### config.mk
export PLATFORM = sky130hd
export DESIGN_NAME = cs_address_sequencer_flat
export DESIGN_NICKNAME = d
export VERILOG_FILES = /design/src/rtl/cs_address_sequencer_pkg.sv /design/src/rtl/cs_address_sequencer_if.sv /design/src/rtl/cs_address_sequencer_next_address_logic.sv /design/src/rtl/cs_address_sequencer.sv /design/src/flat_wrapper.sv
export SDC_FILE = /design/constraint.sdc
export NUM_CORES = 1
export LEC_CHECK = 0
export CORE_AREA = 2 2 57 59
export CTS_CLUSTER_DIAMETER = 40
export CTS_CLUSTER_SIZE = 28
export DETAILED_ROUTE_END_ITERATION = 8
export DIE_AREA = 0 0 59 61
export PLACE_DENSITY = 0.75
export SYNTH_ARGS = -nofsm -noshare
export SYNTH_HDL_FRONTEND = slang
export SYNTH_HIERARCHICAL = 1
export SYNTH_SLANG_ARGS = --single-unit
### constraint.sdc
create_clock -name CS_ADDRESS_SEQUENCER_CLOCK_50 -period 2 [get_ports CS_ADDRESS_SEQUENCER_CLOCK_50]
set_input_delay 0.6 -clock CS_ADDRESS_SEQUENCER_CLOCK_50 [delete_from_list [all_inputs] [get_ports CS_ADDRESS_SEQUENCER_CLOCK_50]]
set_output_delay 0.6 -clock CS_ADDRESS_SEQUENCER_CLOCK_50 [all_outputs]
set_load 0.02 [all_outputs]
### src/rtl/cs_address_sequencer_pkg.sv
// Shared widths, COND encodings and flag bit positions for the control-store
// address sequencer.
package cs_address_sequencer_pkg;
   localparam int DATAWIDTH_JUMPADDRESS = 11;
   localparam int DATAWIDTH_CONDITION   = 3;
   localparam int DATAWIDTH_IR          = 32;
   localparam int DATAWIDTH_FLAGS       = 4;

   typedef enum logic [DATAWIDTH_CONDITION-1:0] {
      COND_NEXT   = 3'd0,
      COND_N      = 3'd1,
      COND_Z      = 3'd2,
      COND_V      = 3'd3,
      COND_C      = 3'd4,
      COND_IR13   = 3'd5,
      COND_JUMP   = 3'd6,
      COND_DECODE = 3'd7
   } cond_e;

   localparam int FLAG_N = 3;
   localparam int FLAG_Z = 2;
   localparam int FLAG_V = 1;
   localparam int FLAG_C = 0;

   localparam logic [DATAWIDTH_JUMPADDRESS-1:0] CS_RESET_ADDR = '0;
endpackage

### src/rtl/cs_address_sequencer_if.sv
// Microword/memory inputs and CSAR/flag/stall outputs of the sequencer.
interface cs_address_sequencer_if;
   import cs_address_sequencer_pkg::*;

   logic [DATAWIDTH_CONDITION-1:0]   CS_ADDRESS_SEQUENCER_Condition_InBus;
   logic [DATAWIDTH_JUMPADDRESS-1:0] CS_ADDRESS_SEQUENCER_JumpAddress_InBus;
   logic [DATAWIDTH_IR-1:0]          CS_ADDRESS_SEQUENCER_IR_InBus;
   logic [DATAWIDTH_FLAGS-1:0]       CS_ADDRESS_SEQUENCER_ALUFlags_InBus;
   logic                             CS_ADDRESS_SEQUENCER_FlagsLoad_In;
   logic                             CS_ADDRESS_SEQUENCER_MemRequest_In;
   logic                             CS_ADDRESS_SEQUENCER_MemReady_In;
   logic [DATAWIDTH_JUMPADDRESS-1:0] CS_ADDRESS_SEQUENCER_CSAddress_OutBus;
   logic [DATAWIDTH_FLAGS-1:0]       CS_ADDRESS_SEQUENCER_Flags_OutBus;
   logic                             CS_ADDRESS_SEQUENCER_Stall_Out;

   modport master (
      output CS_ADDRESS_SEQUENCER_Condition_InBus, CS_ADDRESS_SEQUENCER_JumpAddress_InBus,
             CS_ADDRESS_SEQUENCER_IR_InBus, CS_ADDRESS_SEQUENCER_ALUFlags_InBus,
             CS_ADDRESS_SEQUENCER_FlagsLoad_In, CS_ADDRESS_SEQUENCER_MemRequest_In,
             CS_ADDRESS_SEQUENCER_MemReady_In,
      input  CS_ADDRESS_SEQUENCER_CSAddress_OutBus, CS_ADDRESS_SEQUENCER_Flags_OutBus,
             CS_ADDRESS_SEQUENCER_Stall_Out
   );

   modport slave (
      input  CS_ADDRESS_SEQUENCER_Condition_InBus, CS_ADDRESS_SEQUENCER_JumpAddress_InBus,
             CS_ADDRESS_SEQUENCER_IR_InBus, CS_ADDRESS_SEQUENCER_ALUFlags_InBus,
             CS_ADDRESS_SEQUENCER_FlagsLoad_In, CS_ADDRESS_SEQUENCER_MemRequest_In,
             CS_ADDRESS_SEQUENCER_MemReady_In,
      output CS_ADDRESS_SEQUENCER_CSAddress_OutBus, CS_ADDRESS_SEQUENCER_Flags_OutBus,
             CS_ADDRESS_SEQUENCER_Stall_Out
   );
endinterface

### src/rtl/cs_address_sequencer_next_address_logic.sv
// Combinational next-address select: increment, conditional/unconditional
// jump, or opcode decode into the upper half of the control store.
module cs_next_address_logic
   import cs_address_sequencer_pkg::*;
(
   input  logic [DATAWIDTH_CONDITION-1:0]   cond,
   input  logic [DATAWIDTH_JUMPADDRESS-1:0] jump,
   input  logic [DATAWIDTH_IR-1:0]          ir,
   input  logic [DATAWIDTH_FLAGS-1:0]       flags,
   input  logic [DATAWIDTH_JUMPADDRESS-1:0] csar,
   output logic [DATAWIDTH_JUMPADDRESS-1:0] next_addr
);
   logic [DATAWIDTH_JUMPADDRESS-1:0] incr;
   logic [DATAWIDTH_JUMPADDRESS-1:0] decode;
   logic                             take;
   logic                             unused_ir;

   // Increment wraps naturally at the 11-bit width.
   assign incr      = csar + 1'b1;
   assign decode    = {1'b1, ir[31:30], ir[24:19], 2'b00};
   assign unused_ir = ^{ir[29:25], ir[18:14], ir[12:0]};

   always_comb begin
      take      = 1'b0;
      next_addr = incr;
      unique case (cond_e'(cond))
         COND_NEXT:   take = 1'b0;
         COND_N:      take = flags[FLAG_N];
         COND_Z:      take = flags[FLAG_Z];
         COND_V:      take = flags[FLAG_V];
         COND_C:      take = flags[FLAG_C];
         COND_IR13:   take = ir[13];
         COND_JUMP:   take = 1'b1;
         COND_DECODE: take = 1'b0;
      endcase
      if (cond_e'(cond) == COND_DECODE)
         next_addr = decode;
      else if (take)
         next_addr = jump;
   end
endmodule

### src/rtl/cs_address_sequencer.sv
// Holds CSAR and the PSR flags; both freeze while a memory access is pending.
module cs_address_sequencer
   import cs_address_sequencer_pkg::*;
(
   input  logic                 CS_ADDRESS_SEQUENCER_CLOCK_50,
   input  logic                 CS_ADDRESS_SEQUENCER_ResetInHigh_In,
   cs_address_sequencer_if.slave bus
);
   logic [DATAWIDTH_JUMPADDRESS-1:0] csar;
   logic [DATAWIDTH_FLAGS-1:0]       flags;
   logic [DATAWIDTH_JUMPADDRESS-1:0] next_addr;
   logic                             stall;

   assign stall = bus.CS_ADDRESS_SEQUENCER_MemRequest_In & ~bus.CS_ADDRESS_SEQUENCER_MemReady_In;

   cs_next_address_logic u_next (
      .cond      (bus.CS_ADDRESS_SEQUENCER_Condition_InBus),
      .jump      (bus.CS_ADDRESS_SEQUENCER_JumpAddress_InBus),
      .ir        (bus.CS_ADDRESS_SEQUENCER_IR_InBus),
      .flags     (flags),
      .csar      (csar),
      .next_addr (next_addr)
   );

   // Branches test the registered flags, so a same-word FlagsLoad is seen next word.
   always_ff @(posedge CS_ADDRESS_SEQUENCER_CLOCK_50 or posedge CS_ADDRESS_SEQUENCER_ResetInHigh_In) begin
      if (CS_ADDRESS_SEQUENCER_ResetInHigh_In) begin
         csar  <= CS_RESET_ADDR;
         flags <= '0;
      end else if (!stall) begin
         csar <= next_addr;
         if (bus.CS_ADDRESS_SEQUENCER_FlagsLoad_In)
            flags <= bus.CS_ADDRESS_SEQUENCER_ALUFlags_InBus;
      end
   end

   assign bus.CS_ADDRESS_SEQUENCER_CSAddress_OutBus = csar;
   assign bus.CS_ADDRESS_SEQUENCER_Flags_OutBus     = flags;
   assign bus.CS_ADDRESS_SEQUENCER_Stall_Out        = stall;
endmodule

### src/flat_wrapper.sv
// flat-port wrapper written by rule: the top's interface ports become plain ports
module cs_address_sequencer_flat import cs_address_sequencer_pkg::*;
  (CS_ADDRESS_SEQUENCER_CLOCK_50, CS_ADDRESS_SEQUENCER_ResetInHigh_In, bus_CS_ADDRESS_SEQUENCER_Condition_InBus, bus_CS_ADDRESS_SEQUENCER_JumpAddress_InBus, bus_CS_ADDRESS_SEQUENCER_IR_InBus, bus_CS_ADDRESS_SEQUENCER_ALUFlags_InBus, bus_CS_ADDRESS_SEQUENCER_FlagsLoad_In, bus_CS_ADDRESS_SEQUENCER_MemRequest_In, bus_CS_ADDRESS_SEQUENCER_MemReady_In, bus_CS_ADDRESS_SEQUENCER_CSAddress_OutBus, bus_CS_ADDRESS_SEQUENCER_Flags_OutBus, bus_CS_ADDRESS_SEQUENCER_Stall_Out);
  cs_address_sequencer_if bus_i ();
  input  logic CS_ADDRESS_SEQUENCER_CLOCK_50;
  input  logic CS_ADDRESS_SEQUENCER_ResetInHigh_In;
  input wire logic [$bits(bus_i.CS_ADDRESS_SEQUENCER_Condition_InBus)-1:0] bus_CS_ADDRESS_SEQUENCER_Condition_InBus;
  input wire logic [$bits(bus_i.CS_ADDRESS_SEQUENCER_JumpAddress_InBus)-1:0] bus_CS_ADDRESS_SEQUENCER_JumpAddress_InBus;
  input wire logic [$bits(bus_i.CS_ADDRESS_SEQUENCER_IR_InBus)-1:0] bus_CS_ADDRESS_SEQUENCER_IR_InBus;
  input wire logic [$bits(bus_i.CS_ADDRESS_SEQUENCER_ALUFlags_InBus)-1:0] bus_CS_ADDRESS_SEQUENCER_ALUFlags_InBus;
  input wire logic [$bits(bus_i.CS_ADDRESS_SEQUENCER_FlagsLoad_In)-1:0] bus_CS_ADDRESS_SEQUENCER_FlagsLoad_In;
  input wire logic [$bits(bus_i.CS_ADDRESS_SEQUENCER_MemRequest_In)-1:0] bus_CS_ADDRESS_SEQUENCER_MemRequest_In;
  input wire logic [$bits(bus_i.CS_ADDRESS_SEQUENCER_MemReady_In)-1:0] bus_CS_ADDRESS_SEQUENCER_MemReady_In;
  output wire logic [$bits(bus_i.CS_ADDRESS_SEQUENCER_CSAddress_OutBus)-1:0] bus_CS_ADDRESS_SEQUENCER_CSAddress_OutBus;
  output wire logic [$bits(bus_i.CS_ADDRESS_SEQUENCER_Flags_OutBus)-1:0] bus_CS_ADDRESS_SEQUENCER_Flags_OutBus;
  output wire logic [$bits(bus_i.CS_ADDRESS_SEQUENCER_Stall_Out)-1:0] bus_CS_ADDRESS_SEQUENCER_Stall_Out;
  assign bus_i.CS_ADDRESS_SEQUENCER_Condition_InBus = bus_CS_ADDRESS_SEQUENCER_Condition_InBus;
  assign bus_i.CS_ADDRESS_SEQUENCER_JumpAddress_InBus = bus_CS_ADDRESS_SEQUENCER_JumpAddress_InBus;
  assign bus_i.CS_ADDRESS_SEQUENCER_IR_InBus = bus_CS_ADDRESS_SEQUENCER_IR_InBus;
  assign bus_i.CS_ADDRESS_SEQUENCER_ALUFlags_InBus = bus_CS_ADDRESS_SEQUENCER_ALUFlags_InBus;
  assign bus_i.CS_ADDRESS_SEQUENCER_FlagsLoad_In = bus_CS_ADDRESS_SEQUENCER_FlagsLoad_In;
  assign bus_i.CS_ADDRESS_SEQUENCER_MemRequest_In = bus_CS_ADDRESS_SEQUENCER_MemRequest_In;
  assign bus_i.CS_ADDRESS_SEQUENCER_MemReady_In = bus_CS_ADDRESS_SEQUENCER_MemReady_In;
  assign bus_CS_ADDRESS_SEQUENCER_CSAddress_OutBus = bus_i.CS_ADDRESS_SEQUENCER_CSAddress_OutBus;
  assign bus_CS_ADDRESS_SEQUENCER_Flags_OutBus = bus_i.CS_ADDRESS_SEQUENCER_Flags_OutBus;
  assign bus_CS_ADDRESS_SEQUENCER_Stall_Out = bus_i.CS_ADDRESS_SEQUENCER_Stall_Out;
  cs_address_sequencer u_core (.CS_ADDRESS_SEQUENCER_CLOCK_50(CS_ADDRESS_SEQUENCER_CLOCK_50), .CS_ADDRESS_SEQUENCER_ResetInHigh_In(CS_ADDRESS_SEQUENCER_ResetInHigh_In), .bus(bus_i));
endmodule
==> results.tsv, run 1 <==
metric	value	unit
vias in the first global route	1008	
H-tree depth reported by CTS	1	
HP Class	flop to flop	
IO Pins	71	
Ys Warns	6	
Synth cell types	28	
clk sinks	15	
Register Area	375	um^2
PwrDens	893	mW/mm^2
pre-CTS setup slack	-0.382	ns
Layout Utilization	54.0	%
Hold Fails Final Rpt	0	
Mapped Nets	149	
placed inst area	0.00157	mm^2
post-synth top area cell	dfrtp_1	
maximum capacitance violations	0	
area grow syn2layout	56.6	%
Worst path max stage delay	0.63	ns
largest fanout on the critical path	4	
Slew HR	58.2	%
DR vias	948	
multi-input logic area	598	um^2
Area contributors post-synth	dfrtp_1 37%, mux2_2 12%, mux2_4 5.9%	
status	completed	
CP Launch Type	flop	
Slew @ Worst Pin	0.627	ns
GRT overflow	0	
WP buf/inv	1	
Die ar.	0.00360	mm^2
share of the synthesized area in the top cell type	36.9	%
RSZ-0062 raised after global routing	no	
Largest delay share family, worst path	buffers and inverters	
core footprint	0.00295	mm^2
first-pass GRT wire length	4.08	mm
Tcrit/Tclk final	97.2	%
CP max stage cell	clkdlybuf4s50_1	
Final ANT Viol Nets	0	
vias per cell	5.24	
critical path class	flop to output port	
port buffer count	47	
Max clock buf depth	2	
initial DRC count	15	
DIE WIDTH	59	um
sequential element share of the synthesized area	36.9	%
Seq cells post-synth	15	
clock buffer count from CTS	3	
final worst slack	0.0556	ns
Post-DP HPWL	1.99	mm
DRC Markers	0	
most frequent cells in the layout	38 x clkdlybuf4s50_1, 15 x dfrtp_1, 11 x mux2_2	
GP Congestion	0.757	
GRT Overall Usage	14.6	%
Post-layout nets	205	
Final Skew	0.00398	ns
ys async rst share	100	%
arrival time worst endpoint	1.34	ns
critical-path cell list	clkdlybuf4s50_1	
final worst path period need	1.94	ns
layout cells sized above 1	24.3	%
Initial Utilization	34.5	%
final wirelength	2.55	mm
setup tns final	0	ns
Clock transition at path regs	0.09	ns
initial antenna violation count	0	
Cell Area, Synth	0.00102	mm^2
fin area	0.00160	mm^2
Worst-Skew Late Latency	0.28	ns
Synth Flop Type	dfrtp_1	
commonest non-fill, non-tap cell in the layout	clkdlybuf4s50_1	
IR drop worst, VDD	422	uV
Fillers	282	
num rows	20	
root buffer cell	clkbuf_4	
Max Freq	514	MHz
wire per inst	14.1	um
fin. max-slew vios	0	
number of flops mapped to enable cells by yosys	0	
Die Ht	61	um
Ant. Diodes	0	
Setup-failing EPs final	0	
post-CTS setup repair buffer count	0	
Pwr Total	1.42	mW
Critical Path Sink Type	output port	
DRT Pass-1 Iters	4	
largest net degree at the start of global routing	16	
CTS hold repair buffers	0	
leakage	0.665	nW
Post-Syn Instances	93	
CP required	1.40	ns
CTS tree	done	
Avg Cell Area, Syn	11.0	um^2
## synth_stat cells (3+ instances only)
cell type and count:
o221a_1 3, nand3_2 3, inv_1 3, nand2_1 4, buf_6 3, xnor2_1 5
mux2_2 11, nor3_1 3, nand3_1 6, mux2_4 4, dfrtp_1 15, a31oi_1 7
o22ai_1 5, nor2_1 4, xor2_1 4
## cell families after synthesis
family	count (synthesis)	synth area share, %
fa+ha+maj	1	1.23
compound gates	19	13.8
mux	16	19.0
simple gates	26	16.6
flops	15	36.9
xor+xnor	9	7.74
buf+inv	7	4.79
## sequential cells by signal, indices dropped and copies added (netlist names)
signal                                            flops
u_core/bus.CS_ADDRESS_SEQUENCER_CSAddress_OutBus     11
u_core/bus.CS_ADDRESS_SEQUENCER_Flags_OutBus          4
## power by group
part | switching [mW] | internal (mW) | leakage [nW]
clock network | 0.0981 | 0.0773 | 0.0150
logic | 0.334 | 0.413 | 0.478
registers | 0.114 | 0.388 | 0.171
total | 0.546 | 0.878 | 0.665
## cell type report
type | count | area share, %
Multi-Input combinational cell | 71 | 37.5
Timing Repair Buffer | 55 | 34.0
Sequential cell | 15 | 23.5
Tap cell | 33 | 2.59
Clock buffer | 4 | 1.65
Inverter | 3 | 0.706
## final timing paths
check | endpoint | cells after the start | from | slack, ns
min in group asynchronous | async pin | 2 | CS_ADDRESS_SEQUENCER_ResetInHigh_In | 0.70
setup reg to reg | flop | 7 | flop | 0.25
hold / removal | u_core/bus.CS_ADDRESS_SEQUENCER_Flags_OutBus[1] | 1 | u_core/bus.CS_ADDRESS_SEQUENCER_Flags_OutBus[1] | 0.55
max in group asynchronous | async pin | 2 | CS_ADDRESS_SEQUENCER_ResetInHigh_In | 0.90
hold reg to reg | u_core/bus.CS_ADDRESS_SEQUENCER_Flags_OutBus[1] | 1 | u_core/bus.CS_ADDRESS_SEQUENCER_Flags_OutBus[1] | 0.55
setup / recovery | bus_CS_ADDRESS_SEQUENCER_CSAddress_OutBus[9] | 1 | flop | 0.06
## stage by stage
stage               cells  hold slack [ns]
floorplan              93            0.501
global placement      177            0.518
detailed placement    177            0.519
CTS                   181            0.546
global route          181            0.569
finish                181            0.552
## routing by layer
metal	track usage, %	up-vias	share of wire [%]
li1	-	460	-
met1	16.8	453	41
met2	27.9	35	53
met3	2.99	0	5.9
met4	2.92	0	0
met5	0	-	0
## repair_timing
action | CTS | global route
gates resized for setup | 8 | 5
endpoints found under the setup margin | 11 | 7
pin swaps | 0 | 0
Note: power is estimated with default switching activity, not from simulation.
==> run 2: changes to the inputs <==
--- a/config.mk
+++ b/config.mk
@@ -11,6 +11,7 @@
 export DETAILED_ROUTE_END_ITERATION = 8
 export DIE_AREA = 0 0 59 61
 export PLACE_DENSITY = 0.75
+export SLEW_MARGIN = 5
 export SYNTH_ARGS = -nofsm -noshare
 export SYNTH_HDL_FRONTEND = slang
 export SYNTH_HIERARCHICAL = 1
==> constraint.sdc (replaced) <==
create_clock -name CS_ADDRESS_SEQUENCER_CLOCK_50 -period 2 [get_ports CS_ADDRESS_SEQUENCER_CLOCK_50]
set_input_delay 0.6 -clock CS_ADDRESS_SEQUENCER_CLOCK_50 [delete_from_list [all_inputs] [get_ports CS_ADDRESS_SEQUENCER_CLOCK_50]]
set_output_delay 0.6 -clock CS_ADDRESS_SEQUENCER_CLOCK_50 [all_outputs]
set_load 0.01 [all_outputs]
==> run 2 against run 1 <==
Net effect: first-iteration DRC count unchanged; via count down 0.42%; combinational power down 7.8%; final cell count unchanged; largest cell class unchanged; non-clock buffer count unchanged.
==> results.tsv, run 2 (same netlist as run 1, synthesis figures left out) <==
metric	value	unit	change
CTS tree	done		unchanged
most frequent cells in the layout	43 x clkdlybuf4s50_1, 15 x dfrtp_1, 11 x mux2_2		was 38 x clkdlybuf4s50_1, 15 x dfrtp_1, 11 x mux2_2
final wirelength	2.53	mm	was 2.55 mm
Max clock buf depth	2		unchanged
Tcrit/Tclk final	96.0	%	was 97.2%
H-tree depth reported by CTS	1		unchanged
Setup-failing EPs final	0		unchanged
CP required	1.40	ns	about the same
DR vias	944		was 948
GRT overflow	0		unchanged
PwrDens	862	mW/mm^2	was 893 mW/mm^2
CP Launch Type	flop		unchanged
RSZ-0062 raised after global routing	no		unchanged
Final Skew	0.00461	ns	was 0.00398 ns
WP buf/inv	1		unchanged
Clock transition at path regs	0.09	ns	about the same
num rows	20		unchanged
Layout Utilization	53.7	%	was 54.0%
CP Depth	1		unchanged
max FFs per register	11		unchanged
post-CTS setup repair buffer count	0		unchanged
final worst slack	0.0799	ns	was 0.0556 ns
commonest non-fill, non-tap cell in the layout	clkdlybuf4s50_1		unchanged
clk sinks	15		unchanged
critical path class	flop to output port		unchanged
pre-CTS setup slack	-0.368	ns	was -0.382 ns
Ant. Diodes	0		unchanged
R2R cell count	7		unchanged
largest net degree at the start of global routing	16		unchanged
CTS hold repair buffers	0		unchanged
port buffer count	47		unchanged
Register Area	375	um^2	unchanged
vias per cell	5.22		was 5.24
wire per inst	14.0	um	was 14.1 um
HP Start	u_core/bus.CS_ADDRESS_SEQUENCER_Flags_OutBus[1]		unchanged
Final ANT Viol Nets	0		unchanged
initial antenna violation count	0		unchanged
Slew @ Worst Pin	0.626	ns	was 0.627 ns
fin. max-slew vios	0		unchanged
Worst path max stage delay	0.58	ns	was 0.63 ns
status	completed		unchanged
IO Pins	71		unchanged
DIE WIDTH	59	um	unchanged
Max Freq	521	MHz	was 514 MHz
final worst path period need	1.92	ns	was 1.94 ns
Initial Utilization	34.5	%	unchanged
vias in the first global route	1010		was 1008
Largest delay share family, worst path	buffers and inverters		unchanged
area grow syn2layout	55.8	%	was 56.6%
largest fanout on the critical path	6		was 4
Post-layout nets	205		unchanged
Critical Path Sink Type	output port		unchanged
layout cells sized above 1	24.3	%	unchanged
Worst-Skew Late Latency	0.28	ns	about the same
core footprint	0.00295	mm^2	unchanged
HP Class	flop to flop		unchanged
IR drop worst, VDD	403	uV	was 422 uV
maximum capacitance violations	0		unchanged
Slew HR	58.2	%	about the same
DRT Pass-1 Iters	3		was 4
Die Ht	61	um	unchanged
CP max stage cell	clkdlybuf4s50_1		unchanged
Hold Fails Final Rpt	0		unchanged
Post-DP HPWL	1.99	mm	unchanged
Pwr Total	1.37	mW	was 1.42 mW
first-pass GRT wire length	4.10	mm	was 4.08 mm
hold depth	1		unchanged
Fillers	285		was 282
arrival time worst endpoint	1.32	ns	was 1.34 ns
end of the worst hold path	u_core/bus.CS_ADDRESS_SEQUENCER_Flags_OutBus[1]		unchanged
multi-input logic area	598	um^2	unchanged
DRC Markers	0		unchanged
critical-path cell list	clkdlybuf4s50_1		unchanged
GP Congestion	0.757		unchanged
initial DRC count	15		unchanged
GRT Overall Usage	14.6	%	about the same
leakage	0.633	nW	was 0.665 nW
Die ar.	0.00360	mm^2	unchanged
Reg2Reg Setup Slack	0.25	ns	about the same
root buffer cell	clkbuf_4		unchanged
clock buffer count from CTS	3		unchanged
-- run 2: worst max path at each step --
stage,start,to
global placement,bus_CS_ADDRESS_SEQUENCER_Condition_InBus[1],flop
detailed placement,bus_CS_ADDRESS_SEQUENCER_Condition_InBus[1],flop
finish,flop,bus_CS_ADDRESS_SEQUENCER_CSAddress_OutBus[6]
global route,flop,bus_CS_ADDRESS_SEQUENCER_CSAddress_OutBus[6]
floorplan,bus_CS_ADDRESS_SEQUENCER_Condition_InBus[2],flop
CTS,flop,bus_CS_ADDRESS_SEQUENCER_CSAddress_OutBus[6]
-- run 2: routing by layer --
| metal | vias up | wire length [um] | global-route usage (%) | part of all wire [%] |
|---|---|---|---|---|
| met5 | - | 0 | 0 | 0 |
| met4 | 0 | 0 | 2.92 | 0 |
| met3 | 0 | 144 | 3.20 | 5.7 |
| met2 | 33 | 1350 | 27.9 | 53 |
| met1 | 451 | 1040 | 16.8 | 41 |
| li1 | 460 | - | - | - |
-- run 2: report_power, final --
group | internal [mW] | switching [mW] | total, mW
Sequential | 0.388 | 0.115 | 0.503
Combinational | 0.423 | 0.265 | 0.688
Clock | 0.0773 | 0.0982 | 0.176
-- run 2: what timing repair did --
action	CTS	global route
resized for setup	7	1
pin swaps	0	0
endpoints found under the setup margin	10	3
-- run 2: area by class of cell --
class / count / share of cell area [%]
multi-input combinational: 71 / 37.7
tap: 33 / 2.60
clock buffer: 4 / 1.66
timing repair buffer: 55 / 33.7
inverter: 3 / 0.710
sequential: 15 / 23.7
-- run 2: per-stage QoR --
stage | setup TNS, ns | area (um^2) | hold WS [ns] | std cells
floorplan | 0 | 1020 | 0.501 | 93
global placement | -3.58 | 1570 | 0.518 | 177
detailed placement | -4.06 | 1570 | 0.519 | 177
CTS | 0 | 1580 | 0.546 | 181
global route | 0 | 1590 | 0.569 | 181
finish | 0 | 1590 | 0.553 | 181
==> variant (flow settings as in run 2) <==
Make the reset (`CS_ADDRESS_SEQUENCER_ResetInHigh_In`) synchronous in one clocked block.
--- a/src/rtl/cs_address_sequencer.sv
+++ b/src/rtl/cs_address_sequencer.sv
@@ -24,5 +24,5 @@
 
    // Branches test the registered flags, so a same-word FlagsLoad is seen next word.
-   always_ff @(posedge CS_ADDRESS_SEQUENCER_CLOCK_50 or posedge CS_ADDRESS_SEQUENCER_ResetInHigh_In) begin
+   always_ff @(posedge CS_ADDRESS_SEQUENCER_CLOCK_50) begin
       if (CS_ADDRESS_SEQUENCER_ResetInHigh_In) begin
          csar  <= CS_RESET_ADDR;
Behaviour: differs if CS_ADDRESS_SEQUENCER_ResetInHigh_In is asserted again (counterexample within 4 cycles, from zero or initial values and one cycle with CS_ADDRESS_SEQUENCER_ResetInHigh_In high); with CS_ADDRESS_SEQUENCER_ResetInHigh_In held inactive, the same outputs for 10 cycles.
==> variant against run 2 <==
  * Setup slack got worse by 0.035 ns
  * Critical path depth grew 3
  * Worst hold slack worse by 0.050 ns
  * Cell area decreased by 0.32%
  * Die area stayed put
  * Global-route usage grew 0.89 points
  * Non-clock buffer count rose by 3
  * Wire length grew 11%
  * Sequential cell count did not move
  * Synthesized area down 1.5%
  * Largest cell class unchanged
Power is not compared: it rests on default switching activity, and its combinational part moved more than twofold at a synthesized area within 25%.
==> variant: results (changes against run 2) <==
[critical_path]
cp.arrival_ns = 1.36  ; was 1.32 ns
rr_worst_depth = 8  ; was 7
critPathMaxFanout = 2  ; was 6

[route]
wl_met3_um = 210  ; was 144 um
wl_um = 2820  ; was 2530 um
vias_per_cell = 5.19  ; was 5.22
wl_met1_um = 1240  ; was 1040 um
met2_wirelength_um = 1370  ; was 1350 um
drtPass1Iterations = 4  ; was 3
routedWlPerCell_um = 13.2  ; was 14.0 um
drt_iter0_drc = 38  ; was 15

[timing]
tightestPinTransition_ns = 0.256  ; was 0.626 ns
fin_crit_ns = 1.96  ; was 1.92 ns
hold_slack_ns = 0.503  ; was 0.553 ns

[outcome]
status = complete, no violations  ; unchanged

[placement]
placed_cell_area_um2 = 1530  ; was 1570 um2
place_congestion = 0.726  ; was 0.757
pre_cts_slack_ns = -0.346  ; was -0.368 ns
placed_cells = 209  ; was 177

[global_routing]
grt_use_total_pct = 15.5  ; was 14.6%
grtUsageMet1_pct = 18.4  ; was 16.8%
grt_pass1_vias = 1053  ; was 1010
met2_usage_pct = 28.7  ; was 27.9%
grt_pass1_wl_um = 4320  ; was 4100 um

[synth]
synth_xor_area_share_pct = 7.86  ; was 7.74%
synth_ff_type = dfxtp_1  ; was dfrtp_1
synthMuxAreaShare_pct = 0.998  ; was 19.0%
synth_compound_area_share_pct = 24.9  ; was 13.8%
synthTopCellsByCount = nand2_1 (26), dfxtp_1 (15), a21oi_1 (12)  ; was dfrtp_1 (15), mux2_2 (11), a31oi_1 (7)
yosysUniqueCellTypes = 30  ; was 28
synthTopCellsByArea = dfxtp_1 (30%), nand2_1 (9.7%), a21oi_1 (6.0%), nand3_1 (5.0%), buf_6 (4.5%)  ; was dfrtp_1 (37%), mux2_2 (12%), mux2_4 (5.9%), a31oi_1 (4.3%), xnor2_1 (4.3%)
synth_nets = 182  ; was 149

[hold_path]
holdPathStages = 2  ; was 1

[cells_and_area]
drive_gt1_share_pct = 16.6  ; was 24.3%
fillerInstances = 293  ; was 285

[cts]
ctsResizeCount = 4  ; was 7

## variant: cell types whose count changed in the layout (fill, tap and decap cells not counted), sizes merged
| cell | delta |
|---|---|
| nor2b | -1 |
| a21oi | +15 |
| o21ai | +4 |
| nand3 | +4 |
| nand2 | +22 |
| dfxtp | +15 |
| dlymetal6s2s | +3 |
| buf | +3 |
| dfrtp | -15 |
| clkinv | +1 |
| dlygate4sd2 | -3 |
| mux2 | -15 |
## variant: power by group through the flow
stage	sequential [W]	clock (W)	combinational (W)
after global placement	0.000367	0	0.000310
final	0.000363	0.000172	0.000323
after global routing	0.000368	0.000188	0.000351
after CTS	0.000362	0.000177	0.000318
after detailed placement	0.000368	0	0.000317
after floorplan	0.000375	0	0.000155
## variant: cell type report
cell class	count	area [um2]	area share [%]
clock buffers	4	26.3	1.66
inverters	4	20.0	1.27
multi-input cells	100	624	39.5
flip-flops and latches	15	300	19.0
well taps	33	41.3	2.61
repair buffers	58	569	36.0
